File: src/rtl/uart_rx.sv
// -----------------------------------------------------------------------------
// uart_rx
// UART receiver. It oversamples the asynchronous serial line using the 16x
// baud enable from the shared baud generator. It recovers start, data
// (LSB first), optional parity and stop framing. Each received word is
// presented with a one-clock valid strobe together with parity and framing
// error flags.
//
// Ports:
//   clk        in   system clock
//   rst        in   synchronous active-high reset
//   rx_tick    in   single-cycle enable, OVERSAMPLE pulses per bit period
//   rx         in   asynchronous serial input, idles high
//   data       out  last received word, LSB = first bit on the line
//   rx_valid   out  one-clock pulse when data and flags update
//   rx_busy    out  high while a frame is in progress
//   parity_err out  parity mismatch on the last frame (0 without parity)
//   frame_err  out  stop bit sampled low on the last frame
// -----------------------------------------------------------------------------
module uart_rx #(
    parameter int DATA_BITS  = 8,
    parameter int OVERSAMPLE = 16,
    parameter int PARITY_EN  = 0,
    parameter int PARITY_ODD = 0
) (
    input  logic                 clk,
    input  logic                 rst,
    input  logic                 rx_tick,
    input  logic                 rx,
    output logic [DATA_BITS-1:0] data,
    output logic                 rx_valid,
    output logic                 rx_busy,
    output logic                 parity_err,
    output logic                 frame_err
);

    localparam int CW = $clog2(OVERSAMPLE);
    localparam int IW = $clog2(DATA_BITS + 1);
    localparam logic [CW-1:0] MID_START = CW'(OVERSAMPLE / 2 - 1);
    localparam logic [CW-1:0] FULL_BIT  = CW'(OVERSAMPLE - 1);
    localparam logic [IW-1:0] LAST_BIT  = IW'(DATA_BITS - 1);
    localparam logic          ODD_SENSE = (PARITY_ODD != 0);

    typedef enum logic [2:0] {
        IDLE,
        START,
        DATA,
        PARITY,
        STOP
    } state_t;

    state_t                 state_q, state_d;
    logic [CW-1:0]          tickCnt_q, tickCnt_d;
    logic [IW-1:0]          bitIdx_q, bitIdx_d;
    logic [DATA_BITS-1:0]   shift_q, shift_d;
    logic                   parPend_q, parPend_d;
    logic [DATA_BITS-1:0]   data_q, data_d;
    logic                   valid_q, valid_d;
    logic                   parityErr_q, parityErr_d;
    logic                   frameErr_q, frameErr_d;
    logic                   busy_q;
    logic                   rxMeta_q, rxSync_q, rxPrev_q;
    logic                   fallEdge;

    // Two-flop synchronizer plus one extra stage holding the previous
    // synchronized value for start-edge detection. All stages reset high so
    // that a reset never looks like a falling edge on an idle line.
    always_ff @(posedge clk) begin
        if (rst) begin
            rxMeta_q <= 1'b1;
            rxSync_q <= 1'b1;
            rxPrev_q <= 1'b1;
        end else begin
            rxMeta_q <= rx;
            rxSync_q <= rxMeta_q;
            rxPrev_q <= rxSync_q;
        end
    end

    // A held-low line never re-triggers. Only a genuine 1->0 transition does.
    assign fallEdge = rxPrev_q & ~rxSync_q;

    // State register and output registers. rx_busy is registered from the
    // next state so that it changes on the same edge as the state.
    always_ff @(posedge clk) begin
        if (rst) begin
            state_q     <= IDLE;
            tickCnt_q   <= '0;
            bitIdx_q    <= '0;
            shift_q     <= '0;
            parPend_q   <= 1'b0;
            data_q      <= '0;
            valid_q     <= 1'b0;
            parityErr_q <= 1'b0;
            frameErr_q  <= 1'b0;
            busy_q      <= 1'b0;
        end else begin
            state_q     <= state_d;
            tickCnt_q   <= tickCnt_d;
            bitIdx_q    <= bitIdx_d;
            shift_q     <= shift_d;
            parPend_q   <= parPend_d;
            data_q      <= data_d;
            valid_q     <= valid_d;
            parityErr_q <= parityErr_d;
            frameErr_q  <= frameErr_d;
            busy_q      <= (state_d != IDLE);
        end
    end

    // Next-state logic. Apart from the IDLE edge detect, nothing advances
    // without rx_tick. The start bit is checked at its middle. After that,
    // every later bit is sampled one full bit period on, which lands on the
    // middle of each bit.
    always_comb begin
        state_d     = state_q;
        tickCnt_d   = tickCnt_q;
        bitIdx_d    = bitIdx_q;
        shift_d     = shift_q;
        parPend_d   = parPend_q;
        data_d      = data_q;
        valid_d     = 1'b0;
        parityErr_d = parityErr_q;
        frameErr_d  = frameErr_q;

        case (state_q)
            IDLE: begin
                if (fallEdge) begin
                    state_d   = START;
                    tickCnt_d = '0;
                end
            end
            START: begin
                if (rx_tick) begin
                    if (tickCnt_q == MID_START) begin
                        tickCnt_d = '0;
                        bitIdx_d  = '0;
                        // A line that is high again at mid start bit was a glitch.
                        state_d   = rxSync_q ? IDLE : DATA;
                    end else begin
                        tickCnt_d = tickCnt_q + CW'(1);
                    end
                end
            end
            DATA: begin
                if (rx_tick) begin
                    if (tickCnt_q == FULL_BIT) begin
                        // Shift in at the MSB side. After DATA_BITS shifts,
                        // the first bit on the line sits at the LSB.
                        shift_d   = {rxSync_q, shift_q[DATA_BITS-1:1]};
                        tickCnt_d = '0;
                        if (bitIdx_q == LAST_BIT) begin
                            bitIdx_d = '0;
                            state_d  = (PARITY_EN != 0) ? PARITY : STOP;
                        end else begin
                            bitIdx_d = bitIdx_q + IW'(1);
                        end
                    end else begin
                        tickCnt_d = tickCnt_q + CW'(1);
                    end
                end
            end
            PARITY: begin
                if (rx_tick) begin
                    if (tickCnt_q == FULL_BIT) begin
                        parPend_d = (^shift_q) ^ rxSync_q ^ ODD_SENSE;
                        tickCnt_d = '0;
                        state_d   = STOP;
                    end else begin
                        tickCnt_d = tickCnt_q + CW'(1);
                    end
                end
            end
            STOP: begin
                if (rx_tick) begin
                    if (tickCnt_q == FULL_BIT) begin
                        // Return to IDLE at mid stop bit. This lets a start bit
                        // that directly follows the stop bit be caught.
                        data_d      = shift_q;
                        parityErr_d = (PARITY_EN != 0) ? parPend_q : 1'b0;
                        frameErr_d  = ~rxSync_q;
                        valid_d     = 1'b1;
                        tickCnt_d   = '0;
                        state_d     = IDLE;
                    end else begin
                        tickCnt_d = tickCnt_q + CW'(1);
                    end
                end
            end
            default: state_d = IDLE;
        endcase
    end

    assign data       = data_q;
    assign rx_valid   = valid_q;
    assign rx_busy    = busy_q;
    assign parity_err = parityErr_q;
    assign frame_err  = frameErr_q;

endmodule

File: config.mk
export PLATFORM = sky130hd
export DESIGN_NAME = uart_rx
export DESIGN_NICKNAME = d
export VERILOG_FILES = /design/src/rtl/uart_rx.sv
export SDC_FILE = /design/constraint.sdc
export NUM_CORES = 1
export LEC_CHECK = 0
export CAP_MARGIN = 20
export CORE_ASPECT_RATIO = 0.7
export CORE_UTILIZATION = 47
export CTS_BUF_LIST = sky130_fd_sc_hd__clkbuf_4 sky130_fd_sc_hd__clkbuf_8 sky130_fd_sc_hd__clkbuf_16
export DETAILED_ROUTE_END_ITERATION = 10
export HOLD_SLACK_MARGIN = 0.03
export PLACE_DENSITY = 0.76
export SETUP_SLACK_MARGIN = 0.02
export SKIP_CTS_REPAIR_TIMING = 1
export SYNTH_ARGS = -nofsm -noshare
export SYNTH_HDL_FRONTEND = slang
export SYNTH_SLANG_ARGS = --single-unit
File: constraint.sdc
create_clock -name clk -period 1.8 [get_ports clk]
set_input_delay 0.18 -clock clk [delete_from_list [all_inputs] [get_ports clk]]
set_output_delay 0.18 -clock clk [all_outputs]
set_load 0.03 [all_outputs]
After elaboration in Yosys (flattened, before gate mapping)
Index checks and enable logic that the tools add are counted.
- bits in registers: 33
- bits of input ports: 4
- bitwise logic cells: 4
- add/subtract/negate cells: 2
- reduce and logical (&&, ||, !) cells: 10
- equality and inequality tests: 13
- muxes and demuxes: 25
- operators with widths (cell ; count):
    4-bit 2-to-1 mux ; 10
    3-bit 2-to-1 mux ; 10
    3-bit case mux with 5 select lines ; 1
    4-bit case mux with 3 select lines ; 1
    2-bit inequality test, second input constant ; 5
    4-bit by 1-bit adder with 4-bit output, second input constant ; 2
    4-bit by 3-bit equality test with 1-bit output, second input constant ; 2
    4-bit case mux with 2 select lines ; 1
    3-bit by 2-bit equality test with 1-bit output, second input constant ; 2
    3-bit AND reduction ; 2
    3-bit nonzero test ; 2
    3-bit OR reduction ; 2
    5-bit AND reduction ; 1
    4-bit equality test, second input constant ; 1
    4-bit AND reduction ; 1
    3-bit by 1-bit equality test with 1-bit output, second input constant ; 1
    3-bit equality test, second input constant ; 1
    3-bit logical NOT ; 1
    1-bit NOT ; 3
    2-bit 2-to-1 mux ; 1
    2-bit by 1-bit inequality test with 1-bit output, second input constant ; 1
    2-bit nonzero test ; 1
    1-bit AND ; 1
    1-bit 2-to-1 mux ; 1

Depth between registers and ports, before layout
Gate-level depths: netlist (run 1).
- word-level depth: 6
- mapped depth: 7
- mapped depth without buffers: 6

Worst setup path after synthesis (run 1)
Ideal clock, no wire load.
- path kind: register -> register
- from: reg tickCnt_q[0]
- to: reg data_q[7], in the netlist data[7]
- stages on the path, launching flop included: 7
- setup slack: -0.082 ns
- data arrival time: 1.754 ns
- clock period less this slack: 1.882 ns
- data required time: 1.672 ns
- cell sequence: dfxtp_1 -> ha_1 -> nand4_1 -> or4b_2 -> buf_6 -> mux2i_1 -> nor2_1
- cells in the longest elaborated chain, start to end: 2
- ends and longest elaborated chain (element ; RTL line ; RTL):
    start, declared ; 53 ; logic [CW-1:0] tickCnt_q, tickCnt_d;
    start signal, assigned ; 99 ; tickCnt_q <= tickCnt_d;
    4-bit equality test ; 176 ; if (tickCnt_q == FULL_BIT) begin
    3-bit AND reduction (no source line) ; n/a ;
    end signal, assigned ; 103 ; data_q <= data_d;
    end, declared ; 57 ; logic [DATA_BITS-1:0] data_q, data_d;
No other way between the ends.
A chain may end at the register's enable or synchronous reset.

Worst setup path after layout (run 1)
- from: reg tickCnt_q[1]
- to: reg data_q[7], in the netlist data[7]
Same word-level chain as after synthesis.

==> impl_metrics.py, run 1 <==
metrics = {
    "finish": {
        "areaGrowthSynthToFinish_pct": 31.28,
        "post-route-util_pct": 66.04,
        "drive_above_1_share_pct": 25.27,
        "seqCellArea_um2": 673.1,
        "fin_nets": 191,
        "diodes": 0,
        "fillCellCount": 224,
        "instances_no_fill": 222,
        "multi_input_area_um2": 753.2,
    },
    "timing": {
        "finalClockSkew_ns": 0.008655,
        "max_freq_ghz": 0.5501,
        "slew_violations": 0,
        "rsz0062_at_grt": "yes",
        "holdWs_ns": 0.4182,
        "fin_crit_ns": 1.818,
        "setup_viol": 1,
        "final_hold_viol_count": 0,
        "finalWorstSetupSlack_ns": -0.01795,
        "setup_tns_ns": -0.01795,
        "period_share_pct": 101.0,
    },
    "yosys": {
        "synth_area_leader_cell": "dfxtp_1",
        "synth-seq-cells": 33,
        "synth_ff_type": "dfxtp_1",
        "synthTopCellsByArea": "dfxtp_1 46%, mux2i_1 11%, nor2_1 6.8%",
        "synth_area_mm2": 0.001440,
        "syn_nets": 161,
        "async_reset_ff_share_pct": 0,
        "synth_enable_flop_cells": 0,
        "postSynthCellCount": 155,
        "seq_area_frac_synth_pct": 45.87,
        "synth.distinct_cells": 38,
        "synth.avg_cell_area_um2": 9.291,
        "synth_top_area_share_pct": 45.87,
        "ys_warn_count": 0,
    },
    "critical_path": {
        "worstSetupStartpoint": "tickCnt_q[1]",
        "crit_path_end_kind": "flip-flop",
        "worst_ep_arrival_time_ns": 1.99,
        "endpoint": "data[7]",
        "path_max_fanout": 6,
        "crit_required_ns": 1.97,
        "rrSetupSlack_ns": -0.02,
        "r2r-end": "data[7]",
        "r2r_start": "tickCnt_q[1]",
        "path_class": "flip-flop to flip-flop",
        "reg2reg_depth": 5,
        "critPathLaunchType": "flip-flop",
    },
    "pwr": {
        "leakage_uw": 0.0007207,
        "power.density_mw_per_mm2": 845.2,
        "irDropWorstVdd_mv": 0.5111,
    },
    "run": {
        "cap_violations": 0,
    },
    "drt": {
        "drc": 0,
        "avgRoutedWirePerCell_um": 14.85,
        "dr.pass1.iters": 4,
        "via_per_inst": 5.428,
        "vias": 1205,
        "wirelength_mm": 3.297,
        "drt_iter0_markers": 48,
        "ant_nets": 0,
    },
    "die": {
        "start_util_pct": 50.31,
        "coreArea_mm2": 0.002863,
        "rows": 16,
        "pin_count": 16,
        "die_y_um": 48.32,
        "die_area_mm2": 0.003293,
        "die_w_um": 68.16,
    },
    "global_route": {
        "antenna_found_initial": 0,
        "grt_pass1_vias": 1097,
        "grt_remaining_overflow": 0,
        "grt_start_max_net_pins": 23,
        "grt_pass1_wl_mm": 5.085,
        "grt.total_usage_pct": 20.85,
    },
    "placed_design": {
        "dp.cells": 212,
        "gp_congestion": 0.9158,
        "hpwl_mm": 2.124,
        "port_buffers": 14,
    },
    "clock_network": {
        "clkSinkCount": 33,
        "clk_path_buf_depth": 2,
        "cts-htree-levels": 2,
        "cts_tree": "done",
        "cts_made_buffers": 5,
        "clkLatencyLatePin_ns": 0.29,
        "cts_root_buffer": "clkbuf_8",
        "cts.clk_slew.worst_paths_ns": 0.06,
    },
    "hold_path": {
        "min_path_type": "flip-flop to flip-flop",
    },
    "outcome": {
        "outcome": "finished with violations",
        "violations": "negative setup slack",
    },
}
cells in the final DEF, fill, tap and decap left out, drive strengths merged, types with 3 or more instances in the layout:
| cell type | netlist | layout |
|---|---|---|
| dfxtp | 33 | 33 |
| nor2 | 27 | 27 |
| buf | 7 | 18 |
| mux2i | 16 | 16 |
| clkdlybuf4s50 | 0 | 14 |
| a21oi | 10 | 10 |
| clkbuf | 3 | 7 |
| o21ai | 5 | 5 |
| nand3 | 5 | 5 |
| nor2b | 4 | 4 |
| or2 | 4 | 4 |
| nor3 | 4 | 4 |
| or4b | 3 | 4 |
| nand2 | 3 | 3 |
| inv | 3 | 3 |
state kept, by name, summed over array words and instances (netlist names):
name,flops
data,8
shift_q,8
bitIdx_q,4
tickCnt_q,4
state_q,3
frame_err,1
rxMeta_q,1
rxPrev_q,1
rxSync_q,1
rx_busy,1
rx_valid,1
cell usage after synthesis, drive strengths merged, types with 2 or more instances:
master  count
dfxtp      33
nor2       27
mux2i      16
a21oi      10
buf         7
nand3       5
o21ai       5
nor2b       4
nor3        4
or2         4
clkbuf      3
inv         3
nand2       3
or4b        3
a31oi       2
ha          2
nand3b      2
nand4       2
o211ai      2
o21a        2
or3         2
or3b        2
or4         2
logic make-up (layout without fill, tap and decap cells):
group           after synthesis  count (layout)  share of synthesized area, %
compound gates               24              24                         10.25
other cells                   1               1                        0.2604
flops                        33              33                         45.87
xor+xnor                      1               1                        0.6083
buf+inv                      13              43                         5.212
fa+ha+maj                     2               2                         1.737
simple gates                 64              65                         24.15
mux                          17              17                         11.90
worst max-delay path, stage by stage, from the launching register on:
cell and delay, ns:
dfxtp_4 0.37, ha_4 0.13, nand4_1 0.23, or4b_4 0.70
mux2i_1 0.20, nor2_1 0.07
where the power goes:
part           internal, µW  leakage (µW)  switching (µW)
logic                  56.5      0.000389            64.7
registers               739      0.000270            11.5
clock network           466     0.0000619             261
routing by layer:
metal	global-route usage, %	share of wire (%)	vias up	wire, µm
met5	0	0	-	0
met4	6.597	1.1	0	36
met3	7.547	4.9	6	161
met2	31.54	46	31	1524
met1	27.34	48	562	1575
li1	-	-	606	-
area by class of cell:
type / instances / area share [%]
Multi-Input combinational cell: 110 / 39.84
Sequential cell: 33 / 35.61
Timing Repair Buffer: 32 / 15.22
Clock buffer: 7 / 4.765
Tap cell: 36 / 2.383
Clock inverter: 1 / 1.588
Inverter: 3 / 0.5956
worst min-delay path by stage:
stage	cells past startpoint	start	to	slack (ns)
4_1_cts	1	rxMeta_q	rxSync_q	0.42
2_1_floorplan	1	rst	state_q[2]	0.26
5_1_grt	1	rxMeta_q	rxSync_q	0.43
6_report	1	rxMeta_q	rxSync_q	0.42
3_5_place_dp	1	rxMeta_q	rxSync_q	0.40
3_3_place_gp	1	rxMeta_q	rxSync_q	0.40
stage by stage:
stage	setup WS (ns)	power, µW	cell area (µm²)
floorplan	0.05954	836.9	1446
global placement	-0.08611	875.1	1708
detailed placement	-0.1704	878.9	1708
CTS	-0.03783	1600	1828
global route	-0.1194	1655	1891
finish	-0.01795	1598	1891
(Power assumes the default switching activity.)
==> run 2: changes to the inputs <==
CAP_MARGIN = 0   (was 20)
PLACE_DENSITY = 0.73   (was 0.76)
clock period = 2.3 ns   (was 1.8 ns; I/O delays follow)
==> run 2 against run 1 <==
  * The flow now finishes without violations
  * Sequential power decreased by 21%
  * Register-to-register slack improved by 0.30 ns
  * Via count decreased by 6.1%
  * Final cell count decreased by 6.8%
  * Non-clock buffer count decreased by 14
  * Worst hold slack got worse by 0.0039 ns
  * Core utilization decreased by 7.4 points
  * Power decreased by 32%
  * Maximum frequency decreased by 9.9%
  * Global-route usage decreased by 1.6 points
  * Highest routed layer unchanged
==> impl_metrics.py, run 2 (synthesized netlist as in run 1, its figures left out) <==
metrics = {
    "pwr": {
        "power_switching_share_pct": 24.19,
        "irDropWorstVdd_mv": 0.5122,
        "clockPowerShare_pct": 38.8,
        "intPower_uw": 819.0,
        "power_frac_seq_pct": 54.7,
        "power.density_mw_per_mm2": 643.9,
        "leakage_uw": 0.0006296,
        "finalPower_uw": 1080,
        "p_sw_uw": 261.4,
        "power_frac_comb_pct": 6.6,
    },
    "finish": {
        "fin_nets": 176,
        "areaGrowthSynthToFinish_pct": 16.51,
        "fillCellCount": 254,
        "instances_no_fill": 207,
        "fin_area_mm2": 0.001678,
        "final_common_cell": "dfxtp_1",
        "drive_above_1_share_pct": 13.45,
        "final_cell_mix": "33 x dfxtp_1, 26 x nor2_1, 16 x mux2i_1",
        "diodes": 0,
    },
    "placed_design": {
        "hpwl_mm": 1.955,
        "postPlaceCellArea_mm2": 0.001592,
        "gp_congestion": 0.8107,
        "port_buffers": 14,
        "dp.cells": 199,
    },
    "die": {
        "rows": 16,
        "coreArea_mm2": 0.002863,
        "start_util_pct": 50.31,
        "die_y_um": 48.32,
        "die_w_um": 68.16,
        "pin_count": 16,
        "die_area_mm2": 0.003293,
    },
    "clock_network": {
        "cts.clk_slew.worst_paths_ns": 0.07,
        "cts-htree-levels": 2,
        "cts_tree": "done",
        "clk_path_buf_depth": 2,
        "cts_made_buffers": 5,
        "clkLatencyLatePin_ns": 0.28,
        "cts_root_buffer": "clkbuf_8",
        "clkSinkCount": 33,
    },
    "timing": {
        "setup_viol": 0,
        "setup_tns_ns": 0,
        "final_hold_viol_count": 0,
        "rsz0062_at_grt": "no",
        "slew_violations": 0,
        "max_freq_ghz": 0.4958,
        "period_share_pct": 87.69,
        "fin_crit_ns": 2.017,
        "finalClockSkew_ns": 0.006797,
    },
    "global_route": {
        "grt_pass1_wl_mm": 4.754,
        "grt_pass1_vias": 1127,
        "grt_util_met3_pct": 6.368,
        "grt_start_max_net_pins": 18,
        "grt.total_usage_pct": 19.22,
        "grt_remaining_overflow": 0,
        "grt_busiest_layer": "met2",
        "met2_usage_pct": 28.27,
        "use_met1_pct": 25.19,
        "antenna_found_initial": 0,
    },
    "critical_path": {
        "worst_ep_arrival_time_ns": 2.19,
        "path_class": "flip-flop to flip-flop",
        "path_max_fanout": 11,
        "crit_required_ns": 2.47,
        "critPathLaunchType": "flip-flop",
        "crit_path_end_kind": "flip-flop",
    },
    "drt": {
        "ant_nets": 0,
        "vias": 1131,
        "avgRoutedWirePerCell_um": 13.32,
        "dr.pass1.iters": 4,
        "via_per_inst": 5.464,
        "drc": 0,
        "wirelength_mm": 2.757,
        "drt_iter0_markers": 72,
    },
    "run": {
        "cap_violations": 0,
    },
    "hold_path": {
        "min_path_type": "flip-flop to flip-flop",
    },
    "outcome": {
        "outcome": "completed",
    },
}
## run 2: changes by cell type in the layout (fill, tap and decap cells not counted), sizes merged
cell      previous run  this run
buf                 18         4
clkbuf               7         5
clkinv               0         2
bufinv               1         0
clkinvlp             0         1
or4b                 4         3
## run 2: worst paths after layout
kind | from | to | slack (ns) | cells after the start
setup / recovery | tickCnt_q[0] | data[5] | 0.28 | 5
setup reg to reg | tickCnt_q[0] | data[5] | 0.28 | 5
hold reg to reg | rxMeta_q | rxSync_q | 0.41 | 1
hold / removal | rxMeta_q | rxSync_q | 0.41 | 1
## run 2: final cells by class
class / count / area (µm²) / share of cell area, %
multi-input combinational: 109 / 704.4 / 41.98
sequential: 33 / 660.6 / 39.37
timing repair buffer: 18 / 170.2 / 10.14
clock buffer: 5 / 68.82 / 4.101
tap: 36 / 45.04 / 2.685
clock inverter: 3 / 17.52 / 1.044
inverter: 3 / 11.26 / 0.6711
## run 2: per-layer routing
metal | vias to the layer above | wire length (µm)
met5 | - | 0
met1 | 524 | 1389
met3 | 9 | 128
li1 | 570 | -
met4 | 0 | 53
met2 | 28 | 1186
## run 2: through the flow
step / setup WS [ns] / utilization (%) / hold WS (ns)
floorplan: 0.4180 / - / 0.3069
global placement: 0.2132 / 55.59 / 0.3941
detailed placement: 0.1728 / 55.59 / 0.4014
CTS: 0.2729 / 58.61 / 0.4195
global route: 0.1601 / 58.61 / 0.4265
finish: 0.2830 / 58.61 / 0.4143
## run 2: critical path, stage by stage (launching register included)
cell     delay (ns)
dfxtp_1        0.37
ha_1           0.26
nand4_1        0.14
or4b_2         0.85
mux2i_1        0.22
nor2_1         0.06
## run 2: power by group through the flow
stage	Combinational [µW]	Clock (µW)	Sequential, µW
after global routing	77.9	462	592
after global placement	68.8	0	602
after floorplan	53.6	0	601
final	70.8	419	591
after CTS	70.5	432	590
after detailed placement	70.3	0	603
